===== src/rtl/ahb2apb_bridge_p.sv =====
// AHB-Lite slave to APB4 master bridge with a one-hot slave decoder,
// per-slave wait states, error mapping (PSLVERR, bad decode/size, timeout)
// and byte-strobe generation.
//
// Handshakes: an AHB transfer is accepted only when HSEL & HREADY and HTRANS
// is NONSEQ/SEQ while the bridge is IDLE; HREADYOUT low stalls the master's
// data phase. On APB, a transfer completes in the first ACCESS cycle where
// the selected slave's PREADY is high; PREADY/PSLVERR/PRDATA of unselected
// slaves are never looked at.
module ahb2apb_bridge_p #(
  parameter int ADDR_WIDTH = 32,
  parameter int NUM_SLAVES = 4,
  parameter int SEL_LSB    = 12,
  parameter int TIMEOUT    = 256
) (
  input  logic                    clk,
  input  logic                    n_rst,
  input  logic                    HSEL,
  input  logic [ADDR_WIDTH-1:0]   HADDR,
  input  logic [1:0]              HTRANS,
  input  logic                    HWRITE,
  input  logic [2:0]              HSIZE,
  input  logic [31:0]             HWDATA,
  input  logic                    HREADY,
  output logic [31:0]             HRDATA,
  output logic                    HREADYOUT,
  output logic                    HRESP,
  output logic [ADDR_WIDTH-1:0]   PADDR,
  output logic [31:0]             PWDATA,
  output logic                    PWRITE,
  output logic                    PENABLE,
  output logic [3:0]              PSTRB,
  output logic [NUM_SLAVES-1:0]   PSEL,
  input  logic [NUM_SLAVES*32-1:0] PRDATA,
  input  logic [NUM_SLAVES-1:0]   PREADY,
  input  logic [NUM_SLAVES-1:0]   PSLVERR
);

  localparam int IW = (NUM_SLAVES > 1) ? $clog2(NUM_SLAVES) : 1;
  localparam int CW = (TIMEOUT > 1) ? $clog2(TIMEOUT + 1) : 1;
  localparam logic [IW:0]   NUM_SL  = (IW+1)'(NUM_SLAVES);
  localparam logic [CW-1:0] TO_LAST = (TIMEOUT > 0) ? CW'(TIMEOUT - 1) : '0;

  typedef enum logic [2:0] {
    S_IDLE   = 3'd0,
    S_SETUP  = 3'd1,
    S_ACCESS = 3'd2,
    S_ERR1   = 3'd3,
    S_ERR2   = 3'd4
  } state_t;

  state_t state;
  state_t state_nx;

  logic [ADDR_WIDTH-1:0] addr_q;
  logic                  write_q;
  logic [1:0]            size_q;
  logic [IW-1:0]         idx_q;
  logic [31:0]           pwdata_q;
  logic [31:0]           hrdata_q;
  logic [CW-1:0]         cnt_q;

  logic          trans_valid;
  logic          capture;
  logic [IW-1:0] idx_in;
  logic          bad_req;
  logic          apb_active;
  logic          timeout_hit;
  logic          sel_ready;
  logic          sel_err;
  logic [31:0]   sel_rdata;
  logic [3:0]    strb;

  // Address-phase qualification and decode of the incoming request.
  always_comb begin
    trans_valid = (HTRANS == 2'b10) || (HTRANS == 2'b11);
    capture     = (state == S_IDLE) && HSEL && HREADY && trans_valid;
    idx_in      = HADDR[SEL_LSB +: IW];
    bad_req     = ({1'b0, idx_in} >= NUM_SL) || (HSIZE > 3'd2);
    timeout_hit = (TIMEOUT > 0) && (cnt_q == TO_LAST);
  end

  // Pick the response signals of the currently addressed slave only.
  always_comb begin
    sel_ready = 1'b0;
    sel_err   = 1'b0;
    sel_rdata = '0;
    for (int i = 0; i < NUM_SLAVES; i++) begin
      if (idx_q == IW'(i)) begin
        sel_ready = PREADY[i];
        sel_err   = PSLVERR[i];
        sel_rdata = PRDATA[i*32 +: 32];
      end
    end
  end

  // FSM state register.
  always_ff @(posedge clk or negedge n_rst) begin
    if (!n_rst) state <= S_IDLE;
    else        state <= state_nx;
  end

  // Next-state logic and state-decoded AHB/APB control outputs.
  always_comb begin
    state_nx   = state;
    HREADYOUT  = 1'b1;
    HRESP      = 1'b0;
    PENABLE    = 1'b0;
    apb_active = 1'b0;
    case (state)
      S_IDLE: begin
        if (capture) state_nx = bad_req ? S_ERR1 : S_SETUP;
      end
      S_SETUP: begin
        HREADYOUT  = 1'b0;
        apb_active = 1'b1;
        state_nx   = S_ACCESS;
      end
      S_ACCESS: begin
        HREADYOUT  = 1'b0;
        apb_active = 1'b1;
        PENABLE    = 1'b1;
        if (sel_ready)        state_nx = sel_err ? S_ERR1 : S_IDLE;
        else if (timeout_hit) state_nx = S_ERR1;
      end
      S_ERR1: begin
        HREADYOUT = 1'b0;
        HRESP     = 1'b1;
        state_nx  = S_ERR2;
      end
      S_ERR2: begin
        HRESP    = 1'b1;
        state_nx = S_IDLE;
      end
      default: state_nx = S_IDLE;
    endcase
  end

  // Request capture, write-data hold, read-data return and wait counter.
  always_ff @(posedge clk or negedge n_rst) begin
    if (!n_rst) begin
      addr_q   <= '0;
      write_q  <= 1'b0;
      size_q   <= '0;
      idx_q    <= '0;
      pwdata_q <= '0;
      hrdata_q <= '0;
      cnt_q    <= '0;
    end else begin
      if (capture) begin
        addr_q   <= HADDR;
        write_q  <= HWRITE;
        size_q   <= HSIZE[1:0];
        idx_q    <= idx_in;
        hrdata_q <= '0;
      end
      if (state == S_SETUP) pwdata_q <= HWDATA;
      if (state == S_ACCESS && sel_ready && !sel_err)
        hrdata_q <= write_q ? 32'h0 : sel_rdata;
      if (state == S_ACCESS && state_nx == S_ACCESS) cnt_q <= cnt_q + CW'(1);
      else                                            cnt_q <= '0;
    end
  end

  // One-hot select and byte strobes, driven only during SETUP/ACCESS.
  always_comb begin
    PSEL = '0;
    for (int i = 0; i < NUM_SLAVES; i++)
      PSEL[i] = apb_active && (idx_q == IW'(i));
    strb = 4'b0000;
    if (write_q) begin
      case (size_q)
        2'd0:    strb = 4'b0001 << addr_q[1:0];
        2'd1:    strb = addr_q[1] ? 4'b1100 : 4'b0011;
        default: strb = 4'b1111;
      endcase
    end
    PSTRB = apb_active ? strb : 4'b0000;
  end

  // Write data is passed through in SETUP so the slave sees it immediately.
  always_comb begin
    PADDR  = addr_q;
    PWRITE = write_q;
    HRDATA = hrdata_q;
    PWDATA = (state == S_SETUP) ? HWDATA : pwdata_q;
  end

endmodule


===== config.mk =====
export PLATFORM = sky130hd
export DESIGN_NAME = ahb2apb_bridge_p
export DESIGN_NICKNAME = d
export VERILOG_FILES = /design/src/rtl/ahb2apb_bridge_p.sv
export SDC_FILE = /design/constraint.sdc
export NUM_CORES = 1
export LEC_CHECK = 0
export BUFFER_PORTS_ARGS = -buffer_cell sky130_fd_sc_hd__buf_2
export CAP_MARGIN = 10
export CORE_AREA = 2 2 123 125
export CTS_BUF_LIST = sky130_fd_sc_hd__clkbuf_8
export CTS_CLUSTER_SIZE = 28
export DETAILED_ROUTE_END_ITERATION = 8
export DIE_AREA = 0 0 125 127
export PLACE_DENSITY_LB_ADDON = 0.1
export SLEW_MARGIN = 10
export SYNTH_ARGS = -nofsm -noshare
export SYNTH_HDL_FRONTEND = slang
export SYNTH_SLANG_ARGS = --single-unit

===== constraint.sdc =====
create_clock -name clk -period 2.74 [get_ports clk]
set_input_delay 0.274 -clock clk [delete_from_list [all_inputs] [get_ports clk]]
set_output_delay 0.274 -clock clk [all_outputs]
set_load 0.05 [all_outputs]

# After elaboration in Yosys (flattened, before gate mapping)
# Cells that the tools add are included.
dict set report op_classes {
  n_addsub 1
  order_cmp 1
  n_shift 1
  reduce_logical 19
  n_eq_ne 12
  muxes 31
}
# op count
set op_table {}
lappend op_table {{$mux W32} 8}
lappend op_table {{$mux W1} 12}
lappend op_table {{$mux W4} 3}
lappend op_table {{$pmux W3 S4} 1}
lappend op_table {{$logic_and A1 B1 Y1} 10}
lappend op_table {{$add A9 B1 Y9 const B} 1}
lappend op_table {{$eq A3 B2 Y1 const B} 3}
lappend op_table {{$eq A9 B8 Y1 const B} 1}
lappend op_table {{$mux W3} 3}
lappend op_table {{$mux W9} 1}
lappend op_table {{$eq A2 B2 Y1 const B} 4}
lappend op_table {{$pmux W4 S2} 1}
lappend op_table {{$eq A2 B1 Y1 const B} 2}
lappend op_table {{$logic_not A2 Y1} 2}
lappend op_table {{$mux W2} 2}
lappend op_table {{$reduce_or A2 Y1} 2}
lappend op_table {{$shl A1 B2 Y4 const A} 1}
lappend op_table {{$eq A3 B1 Y1 const B} 1}
lappend op_table {{$eq A3 B3 Y1 const B} 1}
lappend op_table {{$gt A3 B2 Y1 const B} 1}
lappend op_table {{$logic_not A3 Y1} 1}
lappend op_table {{$reduce_or A3 Y1} 1}
lappend op_table {{$reduce_bool A2 Y1} 1}
lappend op_table {{$logic_not A1 Y1} 1}
lappend op_table {{$logic_or A1 B1 Y1} 1}
dict set report totals {
  out_inout_bits 108
  register_bits 113
}

# Longest topological paths before layout
# Gate-level depths: netlist (run 1).
dict set report logic_depth {
  depth_word 11
  mapped_depth 7
}

# Worst setup path before layout (run 1)
# No wires, ideal clock.
dict set report synth_path {
  kind {register to output}
  start {reg, netlist name PADDR[13]}
  end {out PSEL[2]}
  arrival_time_ps 2468
  setup_slack_ps -2
  stages_incl_launch_ff 4
  required_time_ps 2466
  path_cell_list {dfrtp_1 clkbuf_1 buf_2 nor3b_1}
}
# item line
set synth_lines {}
lappend synth_lines {{end, declared} 33} ;# output logic [NUM_SLAVES-1:0] PSEL,

# Worst setup path after layout (run 1)
dict set report layout_path {
  start {reg state[2]}
  end {out PWDATA[2]}
}
dict set report layout_between {
  elab_chain_cells 2
}
# item line
set layout_rtl {}
lappend layout_rtl {{start, declared} 52} ;# state_t state;
lappend layout_rtl {{start signal, assigned} 100} ;# else state <= state_nx;
lappend layout_rtl {{$eq A3 B1 Y1} 186} ;# PWDATA = (state == S_SETUP) ? HWDATA : pwdata_q;
lappend layout_rtl {{$mux W32} n/a}
lappend layout_rtl {{end, declared} 29} ;# output logic [31:0] PWDATA,
# No other way between the ends.

==> results.tsv, run 1 <==
metric	value	unit
clock tree root driver cell	clkbuf_8	
mapped cell area	0.00574	mm2
endpoint required time on the critical path	2470	ps
worst vdd ir	728	uV
fraction of the yosys area taken by sequential cells	48.4	%
Die Width	125	um
Final period util	87.2	%
Final Hold Violating Endpoints	0	
CTS HTree Levels	3	
most frequent standard cell in the layout excluding fill and tap cells	buf_2	
signal arrival time at the worst endpoint	2110	ps
initial antenna violation count	0	
setup-violating endpoint count in the final report	0	
fin. max-slew vios	0	
DR pass1 iterations	4	
total routing resource utilization after global routing	19.8	%
Final Critical Period	2390	ps
net count of the finished layout	925	
drt drc	0	
Post-Synthesis Net Count	619	
number of maximum-capacitance constraint violations	0	
Congestion Overflow GR	0	
fin cells	902	
share of cells above drive strength 1	62.8	%
Yosys warning total	0	
area of the die	0.0159	mm2
outcome	completed	
endpoint class of the critical path	output port	
Layout Skew	9.58	ps
insertion delay to the later sink of the worst-skew pair	370	ps
count of unique library cells instantiated by Yosys	38	
total clock buffers created by CTS	9	
Critical Path Source Type	flip-flop	
CP Class	reg -> out	
number of global-route vias before repair	4927	
number of vias per cell after detailed routing	5.07	
transition time at the pin with the least slew margin	705	ps
number of clock sinks seen by CTS	111	
CTS tree	yes	
global-route wire length before repair	25000	um
pin count of the biggest net entering global routing	58	
number of synthesized register bits	111	
buffers added on ports	316	
Detail Route Antenna Nets	0	
via total after detailed routing	4577	
clock transition at the registers of the reported paths	110	ps
height of the die	127	um
Core Region	0.0144	mm2
average cell area after synthesis	14.1	um2
highest achievable clock rate	0.419	GHz
placed cells	885	
sum of negative setup slack	0	ps
Pwr Density	1400	mW/mm2
class of the most critical hold timing path	in -> reg	
buffers from clock root to sink, at most	2	
total routed wirelength	15800	um
reported leakage power	4.06	nW
worst slack on hold paths	121	ps
cts repair resizes	0	
number of violations reported at the end of detailed-routing iteration 0	206	
relative max-transition margin	53.0	%
commonest cells after routing, fill and taps aside	buf_2 (315), dfrtp_1 (109), mux2_2 (39)	
routability congestion estimate	0.811	
effective utilization at floorplan	39.8	%
Antenna diodes	0	
number of placement rows	44	
detail-routed net length per standard cell	17.5	um
Layout area overhead	33.5	%
register-to-register setup slack	760	ps
count of mapped cells out of synthesis	407	
power consumption	10.8	mW
I/O pin count	318	
RSZ-0062 raised after global routing	no	
estimated wirelength of the detail-placed design	12400	um
CP Max Fanout	33	
cells in the mapped netlist (all sizes together):
| library cell | number | area (um2) |
|---|---|---|
| a21oi | 8 | 51.3 |
| and3 | 1 | 6.26 |
| and4b | 2 | 23.8 |
| buf | 21 | 169 |
| clkbuf | 10 | 37.5 |
| dfrtp | 111 | 2780 |
| ha | 2 | 25.0 |
| inv | 5 | 18.8 |
| mux2 | 67 | 860 |
| mux2i | 33 | 330 |
| mux4 | 33 | 743 |
| nand2 | 5 | 18.8 |
| nand2b | 35 | 219 |
| nand3 | 3 | 15.0 |
| nand3b | 1 | 7.51 |
| nand4b | 1 | 15.0 |
| nor2 | 8 | 30.0 |
| nor2b | 1 | 6.26 |
| nor3 | 2 | 10.0 |
| nor3b | 3 | 27.5 |
| nor4b | 1 | 8.76 |
| nor4bb | 2 | 20.0 |
| o21ai | 36 | 180 |
| o221ai | 1 | 8.76 |
| o31ai | 2 | 15.0 |
| o41ai | 1 | 27.5 |
| or2 | 2 | 12.5 |
| or3 | 3 | 18.8 |
| or3b | 1 | 11.3 |
| or4 | 2 | 15.0 |
| xnor2 | 2 | 17.5 |
| xor2 | 2 | 17.5 |
cells by family after synthesis:
logic type / count (synthesis) / share of synthesized area [%]
muxes: 133 / 33.7
DFF: 111 / 48.4
adders and majority gates: 2 / 0.436
buffers and inverters: 36 / 3.92
and+or+nand+nor: 73 / 8.10
AOI/OAI and AO/OA: 48 / 4.92
xor gates and xnor gates: 4 / 0.610
per-layer routing:
layer,vias to the layer above,routed length [um],GRT usage [%]
li1,2104,-,-
met1,2232,6380,24.4
met2,219,7910,34.3
met3,22,1130,4.36
met4,0,376,7.84
met5,-,0,0
layout make-up:
class	count	area, um2
fillers	1317	6760
flip-flops and latches	111	2780
multi-input cells	260	2750
repair buffers	326	1690
well taps	184	230
clock buffers	10	138
clock inverters	6	61.3
inverters	5	18.8
flip-flops by register name, indices dropped and copies added (netlist names):
name	count
HRDATA	32
size_q	2
cnt_q	9
PADDR	32
state	3
PWRITE	1
pwdata_q	32
power breakdown:
part           internal [mW]  switching (mW)
Sequential              2.40           0.409
Combinational           2.20            4.76
Clock                  0.447           0.555
Total                   5.04            5.72
timing repair:
action,4_1_cts,5_1_grt
hold endpoints to repair,54,0
endpoints found under the setup margin,0,0
setup buffers,0,0
hold buffers,1,0
stage by stage:
stage / utilization (%) / instance area, um2 / setup slack (ps)
finish: 53.2 / 7670 / 352
global route: 53.2 / 7670 / 239
CTS: 53.2 / 7670 / 300
detailed placement: 51.7 / 7460 / 746
global placement: 51.7 / 7460 / 767
floorplan: - / 5750 / 25.3
worst max-delay path, cell delays in order (launching register included):
cell and delay, ps:
dfrtp_1 490, nor3b_4 210, buf_4 400, mux2_2 410
buf_2 220
final timing paths:
| path | startpoint | to | cells past startpoint |
|---|---|---|---|
| max | state[2] | PWDATA[2] | 4 |
| min in group asynchronous | n_rst | PADDR[5] | 2 |
| min reg2reg | cnt_q[0] | cnt_q[0] | 1 |
| min | HADDR[9] | PADDR[9] | 2 |
| max reg2reg | state[2] | PADDR[14] | 4 |
| max in group asynchronous | n_rst | state[2] | 3 |
Power figures use the tool's default switching activity.
==> inputs of run 2 (changes only) <==
Settings changed: CORE_AREA 2 2 123 125 to not set, CORE_MARGIN set to 2, CORE_UTILIZATION set to 40, CTS_CLUSTER_SIZE 28 to 8, DIE_AREA 0 0 125 127 to not set.
==> run 2 against run 1 <==
- critical path type unchanged
- global-route usage increased by 0.90 points
- sequential share of layout area decreased by 0.065 points
- highest routed layer unchanged
- fmax decreased by 3.6%
- via count decreased by 1.3%
- critical endpoint is now PWDATA[22]
- cell count decreased by 0.11%
==> results.tsv, run 2 (synthesis gave the netlist of run 1 again) <==
metric	value	unit
Final Critical Period	2480	ps
R2R cell count	3	
transition time at the pin with the least slew margin	1240	ps
worst hold path startpoint	HADDR[13]	
buffers added on ports	316	
Core Region	0.0139	mm2
number of maximum-capacitance constraint violations	0	
reported leakage power	4.06	nW
most repeated library cell on the critical path	buf_4	
list of cells traversed by the critical path	buf_4 -> nor3b_4 -> buf_4 -> mux2_2 -> buf_2	
most frequent standard cell in the layout excluding fill and tap cells	buf_2	
routability congestion estimate	0.804	
CP Max Fanout	33	
hold path endpoint	PADDR[13]	
setup-violating endpoint count in the final report	0	
insertion delay to the later sink of the worst-skew pair	380	ps
share of cells above drive strength 1	63.1	%
outcome	completed	
I/O pin count	318	
initial antenna violation count	2	
drt drc	0	
via total after detailed routing	4518	
sum of negative setup slack	0	ps
clock tree root driver cell	clkbuf_8	
worst vdd ir	762	uV
launch point of the worst reg-to-reg path	state[1]	
worst slack on hold paths	118	ps
signal arrival time at the worst endpoint	2200	ps
RSZ-0062 raised after global routing	no	
commonest cells after routing, fill and taps aside	buf_2 (315), dfrtp_1 (109), mux2_2 (39)	
global-route wire length before repair	24000	um
buffer and inverter count on the worst path	3	
number of cells on the worst hold path	2	
cell with the largest stage delay on the worst path	dfrtp_1	
Final period util	90.4	%
Critical Path Source Type	flip-flop	
register-to-register setup slack	610	ps
number of global-route vias before repair	4731	
total routed wirelength	16200	um
number of vias per cell after detailed routing	5.01	
crit-path leading delay family	buffers and inverters	
number of violations reported at the end of detailed-routing iteration 0	212	
CP Class	reg -> out	
Congestion Overflow GR	0	
effective utilization at floorplan	41.2	%
slowest cell delay on critical path	410	ps
endpoint of the lowest-slack register-to-register path	PADDR[0]	
total clock buffers created by CTS	9	
net count of the finished layout	926	
highest achievable clock rate	0.404	GHz
Layout Skew	16.5	ps
estimated wirelength of the detail-placed design	12400	um
endpoint required time on the critical path	2470	ps
Final Hold Violating Endpoints	0	
clock transition at the registers of the reported paths	110	ps
Detail Route Antenna Nets	0	
area of the die	0.0153	mm2
Pwr Density	1410	mW/mm2
power consumption	10.8	mW
fin. max-slew vios	0	
Layout area overhead	33.7	%
relative max-transition margin	17.5	%
DR pass1 iterations	4	
buffers from clock root to sink, at most	2	
height of the die	124	um
endpoint class of the critical path	output port	
number of placement rows	43	
class of the most critical hold timing path	in -> reg	
detail-routed net length per standard cell	17.9	um
number of clock sinks seen by CTS	111	
total routing resource utilization after global routing	20.7	%
Die Width	124	um
CTS HTree Levels	3	
CTS tree	yes	
CP Depth	5	
pin count of the biggest net entering global routing	59	
==> run 2: how the worst max path moves through the flow <==
stage | startpoint | to | slack [ps]
final | state[2] | PWDATA[22] | 260
after detailed placement | state[1] | PADDR[0] | 570
after floorplan | PADDR[12] | PSEL[1] | 30
after global placement | state[1] | size_q[0] | 620
after CTS | state[2] | PWDATA[16] | 240
after global routing | state[2] | PWDATA[22] | 160
==> run 2: per-layer routing <==
metal,vias to the layer above,share of wire (%),track usage (%)
li1,2106,-,-
met1,2179,38,24.2
met2,211,51,36.9
met3,22,9.2,5.08
met4,0,2.1,7.53
met5,-,0,0
==> run 2: timing repair <==
item / in CTS / in global routing
resized for setup: 0 / 0
hold endpoints to repair: 17 / 0
setup buffers: 0 / 0
hold buffers: 1 / 0
==> run 2: area by class of cell <==
type | instances | area (um2)
repair buffers | 327 | 1690
clock buffers | 10 | 138
inverters | 5 | 18.8
flip-flops and latches | 111 | 2780
multi-input cells | 260 | 2750
diodes | 2 | 5.00
well taps | 180 | 225
clock inverters | 6 | 67.6
fillers | 1225 | 6250
==> run 2: stage by stage <==
| stage | std cells | setup slack, ps | utilization, % | instance area [um2] |
|---|---|---|---|---|
| 4_1_cts | 899 | 236 | 55.1 | 7680 |
| 2_1_floorplan | 407 | 25.3 | - | 5750 |
| 3_5_place_dp | 882 | 566 | 53.5 | 7460 |
| 3_3_place_gp | 882 | 622 | 53.5 | 7460 |
| 6_report | 901 | 262 | 55.1 | 7680 |
| 5_1_grt | 899 | 165 | 55.1 | 7680 |
==> run 2: worst register-to-register path, cell delays in order (launching register included) <==
cell and delay [ps]:
dfrtp_1 460, or2_1 170, or2_2 950, mux2_2 440
==> run 2: power breakdown <==
group / switching [mW] / internal, mW / total, mW
combinational: 4.78 / 2.22 / 7.00
sequential: 0.433 / 2.40 / 2.83
clock: 0.571 / 0.451 / 1.02
